**src/rtl/sobol_rng.sv**
```systemverilog
// Sobol low-discrepancy number generator: counts an index, locates its
// least-significant zero and XORs the matching direction vector into the state.
module sobol_rng #(
  parameter int unsigned BITWIDTH    = 4,
  parameter int unsigned LOGBITWIDTH = $clog2(BITWIDTH)
) (
  input  logic                   iClk,
  input  logic                   iRst,
  input  logic                   iDirWe,
  input  logic [LOGBITWIDTH-1:0] iDirAddr,
  input  logic [BITWIDTH-1:0]    iDirData,
  input  logic                   iReady,
  output logic                   oValid,
  output logic [BITWIDTH-1:0]    oSobol,
  output logic [BITWIDTH-1:0]    oCnt,
  output logic                   oWrap
);

  typedef enum logic [0:0] {
    PRIME = 1'b0,
    RUN   = 1'b1
  } state_t;

  state_t state, state_next;

  logic [BITWIDTH-1:0]    dir [BITWIDTH];
  logic [BITWIDTH-1:0]    cnt;
  logic [BITWIDTH-1:0]    sobol;
  logic                   wrap;
  logic [LOGBITWIDTH-1:0] lsz;
  logic                   lsz_found;
  logic                   wr_ok;
  logic                   xfer;
  logic                   cnt_full;

  // Zero-extend the address so the bound compare works when BITWIDTH is a power of two.
  assign wr_ok    = iDirWe && ({1'b0, iDirAddr} < (LOGBITWIDTH+1)'(BITWIDTH));
  assign xfer     = (state == RUN) && iReady;
  assign cnt_full = &cnt;

  always_comb begin
    lsz       = '0;
    lsz_found = 1'b0;
    for (int unsigned k = 0; k < BITWIDTH; k++) begin
      if (!lsz_found && !cnt[k]) begin
        lsz       = LOGBITWIDTH'(k);
        lsz_found = 1'b1;
      end
    end
  end

  always_ff @(posedge iClk or posedge iRst) begin
    if (iRst) begin
      state <= PRIME;
    end else begin
      state <= state_next;
    end
  end

  always_comb begin
    state_next = state;
    oValid     = 1'b0;
    case (state)
      PRIME: begin
        state_next = RUN;
      end
      RUN: begin
        oValid = 1'b1;
      end
      default: begin
        state_next = PRIME;
      end
    endcase
    if (wr_ok) begin
      state_next = PRIME;
    end
  end

  // A direction write takes priority over a same-cycle transfer and restarts the sequence.
  always_ff @(posedge iClk or posedge iRst) begin
    if (iRst) begin
      cnt   <= '0;
      sobol <= '0;
      wrap  <= 1'b0;
      for (int unsigned k = 0; k < BITWIDTH; k++) begin
        dir[k] <= BITWIDTH'(1) << (BITWIDTH - 1 - k);
      end
    end else if (wr_ok) begin
      dir[iDirAddr] <= iDirData;
      cnt           <= '0;
      sobol         <= '0;
      wrap          <= 1'b0;
    end else if (xfer) begin
      if (cnt_full) begin
        cnt   <= '0;
        sobol <= '0;
        wrap  <= 1'b1;
      end else begin
        cnt   <= cnt + BITWIDTH'(1);
        sobol <= sobol ^ dir[lsz];
        wrap  <= 1'b0;
      end
    end else begin
      wrap <= 1'b0;
    end
  end

  assign oSobol = sobol;
  assign oCnt   = cnt;
  assign oWrap  = wrap;

endmodule

```
**config.mk**
```make
export PLATFORM = sky130hd
export DESIGN_NAME = sobol_rng
export DESIGN_NICKNAME = d
export VERILOG_FILES = /design/src/rtl/sobol_rng.sv
export SDC_FILE = /design/constraint.sdc
export NUM_CORES = 1
export LEC_CHECK = 0
export ABC_AREA = 1
export CORE_MARGIN = 2
export CORE_UTILIZATION = 31
export CTS_BUF_LIST = sky130_fd_sc_hd__clkbuf_4 sky130_fd_sc_hd__clkbuf_8 sky130_fd_sc_hd__clkbuf_16
export CTS_CLUSTER_SIZE = 20
export DETAILED_ROUTE_END_ITERATION = 8
export HOLD_SLACK_MARGIN = 0.12
export PLACE_DENSITY_LB_ADDON = 0.1
export SYNTH_ARGS = -nofsm -noshare
export SYNTH_HDL_FRONTEND = slang
export SYNTH_SLANG_ARGS = --single-unit
```
**constraint.sdc**
```tcl
create_clock -name iClk -period 1.67 [get_ports iClk]
set_clock_uncertainty 0.05 [all_clocks]
set_input_delay 0.2505 -clock iClk [delete_from_list [all_inputs] [get_ports iClk]]
set_output_delay 0.2505 -clock iClk [all_outputs]
set_load 0.01 [all_outputs]
```
==> results of run 1 <==
repair_timing:
item	CTS	global route
endpoints found under the setup margin	0	5
resized for setup	0	5
hold buffers	0	0
buffers inserted	0	0
hold endpoints to repair	0	0
stage by stage:
stage | utilization | total power, uW | worst slack [ns] | instances
after floorplan | - | 1240 | 0.183 | 164
after global placement | 0.396 | 1450 | 0.134 | 237
after detailed placement | 0.396 | 1450 | 0.0754 | 237
after CTS | 0.410 | 1870 | 0.0123 | 241
after global routing | 0.413 | 2010 | 0.000192 | 241
final | 0.413 | 1850 | 0.0876 | 241
cell families (layout without fill, tap and decap cells):
family | count (synthesis) | after routing | synth area share
AO/OA/AOI/OAI | 31 | 31 | 0.132
adder cells (fa/ha/maj) | 3 | 3 | 0.0286
buffers and inverters | 24 | 51 | 0.0686
flip-flops | 26 | 26 | 0.500
AND/OR/NAND/NOR | 80 | 80 | 0.272
metal layers:
layer | GRT usage | vias to the layer above
met3 | 0.0263 | 2
met2 | 0.215 | 15
met4 | 0.0392 | 0
met1 | 0.185 | 514
li1 | - | 583
met5 | 0 | -
flip-flops by register name, summed over array words and instances (netlist names):
signal  count
oCnt        4
oSobol      4
state       1
dir        16
oWrap       1
where the power goes:
part	internal [uW]	switching [uW]
combinational	279	348
sequential	736	77.7
clock	211	198
total	1230	624
synth_stat cells:
cell,number,area [sq um]
nand2_1,42,158
dfrtp_1,22,551
inv_1,21,78.8
o21ai_0,20,100
nand3_1,15,75.1
nor2_1,11,41.3
nand2_2,6,37.5
dfstp_2,4,105
ha_1,3,37.5
inv_2,3,11.3
nand3b_1,3,22.5
o21ai_1,3,15.0
o21ai_2,3,26.3
o22ai_1,2,12.5
a21oi_1,1,5.00
a31oi_1,1,6.26
nand2_4,1,11.3
nor3_1,1,5.00
nor4_1,1,6.26
o211ai_1,1,7.51
final timing paths:
| kind | endpoint | cells past startpoint |
|---|---|---|
| worst min register to register | dir[0] | 2 |
| worst max register to register | oSobol[2] | 8 |
| worst max-delay path | oCnt[2] | 1 |
| max in group asynchronous | dir[10] | 3 |
| worst min-delay path | dir[13] | 3 |
| min in group iClk | dir[0] | 2 |
cell type report:
class	count	area (sq um)	area share
clock buffers	4	55.1	0.0331
inverters	24	90.1	0.0542
well taps	50	62.6	0.0376
repair buffers	23	223	0.134
flip-flops and latches	26	657	0.395
multi-input cells	114	576	0.346
layout by cell type, fill, tap and decap left out, types with 3 or more instances in the layout:
cell type,n
nand2_1,42
inv_1,21
dfrtp_1,21
o21ai_0,20
clkdlybuf4s50_1,18
nand3_1,15
nor2_1,11
nand2_2,6
o21ai_2,4
clkbuf_8,4
dfstp_2,4
buf_4,4
inv_2,3
nand3b_1,3
==> impl_metrics.toml, run 1 <==
[detailed_routing]
routedWlPerCell_microns = 11.8
met3RoutedLength_microns = 95
firstDrtPassIters = 4
drtAntennaViolNets = 0
vias = 1114
wl_met1_microns = 1410
routed_wl_microns = 2840
first_iter_violations = 61
routed_via_density = 4.62
route.top_layer_used = "met4"
drc = 0
wl_met2_microns = 1310

[hold_path]
hp-class = "in -> async"

[floorplan]
start_util = 0.326
die_h_microns = 69.1
core-area_sq_um = 4030
placementRows = 23
dieArea_sq_um = 4770
die_w_microns = 69.1
ios = 20

[global_routing]
grt_pass1_vias = 1098
track_usage = 0.134
grt_start_max_net_pins = 27
antenna_found_initial = 0
overflow = 0
grt_first_pass_wirelength_microns = 5220

[clock_network]
clk_latency_ns = 0.26
ctsLongestPathBuffers = 2
htree_levels = 1
cts_tree = "yes"
cts_buffers = 3
clock_sinks = 26
clk_pin_slew_ns = 0.09
cts_root_buf = "clkbuf_8"

[setup_path]
critical_path_class = "reg -> out"
r2r-start = "oCnt[1]"
critPathRequiredTime_ns = 1.37
crit_family = "buffers and inverters"
start_kind = "flop"
arrival_ns = 1.28
slowest_stage = "clkdlybuf4s50_1"
crit_buf_inv = 1
reg2reg_setup_slack_ns = 0.18
cp_max_fo = 5
cp_cell_sequence = "clkdlybuf4s50_1"
slowest_delay_ns = 0.57
cp-end-kind = "primary output"
crit_start = "oCnt[2]"

[pwr]
worst_ir_drop_vdd_uv = 372
p_leak_uw = 0.000801
powerDensity_nw_per_um2 = 1110

[yosys]
syn_inst = 164
yosys_warnings = 0
ys_seq_area_frac = 0.500
ys_seq_elements = 26
syn_area_per_cell_sq_um = 8.00
synth_cell_type_count = 20
syn-num-nets = 177
syn_area_sq_um = 1310

[sta]
post-route-period-util = 0.948
setup_viol = 0
finalHoldViolCount = 0
min_period_ns = 1.58
fmax_mhz = 632
relSlewSlack = 0.777
drv_slew = 0
worstMarginPinSlew_ns = 0.334
rsz0062_at_grt = "false"
tns_ns = 0
hold_slack_ns = 0.285

[final_layout]
final_layout_size_suffix_gt1_frac = 0.152
fillers = 422
diodes = 0
syn_to_final_growth_pct = 26.7
nets = 205
design_area_sq_um = 1660

[place]
placed_cell_area_sq_um = 1600
gp_congestion = 0.807
io_buffers = 19
hpwl_microns = 2240

[job]
cap_violations = 0

[outcome]
outcome = "complete, no violations"
Note: power is estimated with default switching activity, not from simulation.
==> run 2, diff against run 1 <==
Settings changed: CTS_CLUSTER_SIZE 20 to default, GPL_TIMING_DRIVEN from default to 0.
==> impl_metrics.toml, run 2 (synthesized netlist as in run 1, its figures left out) <==
[place]
dpl.cell_count = 233
gp_congestion = 0.776
hpwl_microns = 2110
placed_cell_area_sq_um = 1570
io_buffers = 19

[clock_network]
clk_latency_ns = 0.28
cts_setup_buffers = 0
clk_pin_slew_ns = 0.09
ctsLongestPathBuffers = 2
cts_root_buf = "clkbuf_8"
htree_levels = 1
clock_sinks = 26
cts_tree = "yes"
cts_buffers = 3

[setup_path]
critPathRequiredTime_ns = 1.37
critical_path_class = "reg -> out"
crit_family = "buffers and inverters"
start_kind = "flop"
reg2reg_setup_slack_ns = 0.11
cp_max_fo = 7
cp_cell_sequence = "clkdlybuf4s50_1"
reg2regPathDepth = 6
slowest_delay_ns = 0.56
crit_buf_inv = 1
slowest_stage = "clkdlybuf4s50_1"
cp-end-kind = "primary output"
arrival_ns = 1.31
r2r-start = "oCnt[0]"
r2r_end = "oCnt[0]"

[global_routing]
grt_first_pass_wirelength_microns = 4850
overflow = 0
grt_pass1_vias = 1046
grt_start_max_net_pins = 27
track_usage = 0.125
antenna_found_initial = 0

[floorplan]
dieArea_sq_um = 4770
die_h_microns = 69.1
start_util = 0.326
core-area_sq_um = 4030
ios = 20
die_w_microns = 69.1
placementRows = 23

[final_layout]
final_common_cell = "nand2_1"
final_cell_count_no_fill = 237
nets = 201
design_area_sq_um = 1650
diodes = 0
largest_register = "dir"
final_layout_size_suffix_gt1_frac = 0.134
largest_reg_flops = 16
layout_common_cells = "nand2_1 (42), inv_1 (21), o21ai_0 (20), dfrtp_1 (20), clkdlybuf4s50_1 (19)"
syn_to_final_growth_pct = 26.0

[sta]
drv_slew = 0
relSlewSlack = 0.339
worstMarginPinSlew_ns = 0.990
setup_viol = 0
min_period_ns = 1.61
fmax_mhz = 623
hold_slack_ns = 0.444
finalHoldViolCount = 0
post-route-period-util = 0.962
rsz0062_at_grt = "false"

[pwr]
p_total_uw = 1960
powerDensity_nw_per_um2 = 1190
p_leak_uw = 0.000775
worst_ir_drop_vdd_uv = 428

[hold_path]
hp-class = "reg -> reg"
hold_path_startpoint = "dir[4]"
holdPathStages = 2
hold_end = "dir[4]"

[job]
cap_violations = 0

[detailed_routing]
firstDrtPassIters = 4
vias = 1099
first_iter_violations = 36
routed_via_density = 4.64
routed_wl_microns = 2760
drc = 0
drtAntennaViolNets = 0
routedWlPerCell_microns = 11.6

[outcome]
outcome = "complete, no violations"
-- run 2: repair_timing --
action	4_1_cts	5_1_grt
hold buffers	0	0
gates resized for setup	0	5
setup endpoints to repair	0	5
-- run 2: how the worst max path moves through the flow --
stage	start	to	slack, ns	depth (start not counted)
floorplan	oCnt[0]	oSobol[0]	0.18	9
global placement	iDirWe	oCnt[3]	-0.02	6
detailed placement	iDirWe	oCnt[3]	-0.03	6
CTS	oCnt[0]	oSobol[0]	0.02	8
global route	oCnt[1]	oSobol[0]	0.006	10
finish	oCnt[0]	oCnt[0]	0.06	1
-- run 2: layer usage --
layer | global-route usage | vias to the layer above | routed length [microns]
li1 | - | 577 | -
met1 | 0.170 | 501 | 1380
met2 | 0.194 | 16 | 1260
met3 | 0.0190 | 5 | 73
met4 | 0.0610 | 0 | 52
met5 | 0 | - | 0
-- run 2: stage by stage --
| step | setup TNS, ns | setup slack (ns) | utilization |
|---|---|---|---|
| 4_1_cts | 0 | 0.0214 | 0.406 |
| 3_5_place_dp | -0.0711 | -0.0339 | 0.389 |
| 6_report | 0 | 0.0637 | 0.411 |
| 3_3_place_gp | -0.0163 | -0.0154 | 0.389 |
| 5_1_grt | 0 | 0.00618 | 0.411 |
| 2_1_floorplan | 0 | 0.183 | - |
-- run 2: area by class of cell --
class / count / area (sq um)
fill: 425 / 2370
sequential: 26 / 658
multi-input combinational: 114 / 582
timing repair buffer: 19 / 190
inverter: 24 / 90.1
tap: 50 / 62.6
clock buffer: 3 / 41.3
clock inverter: 1 / 30.0
-- run 2: power breakdown --
part | switching [uW] | internal, uW | leakage, uW
Sequential | 92.3 | 738 | 0.000323
Combinational | 336 | 266 | 0.000416
Clock | 211 | 321 | 0.0000357
Total | 640 | 1320 | 0.000775
==> run 3, diff against run 2 <==
Settings changed: GPL_ROUTABILITY_DRIVEN from default to 0.
==> results of run 3 <==
No change in the layout: final DEF, timing and power equal those of run 2.
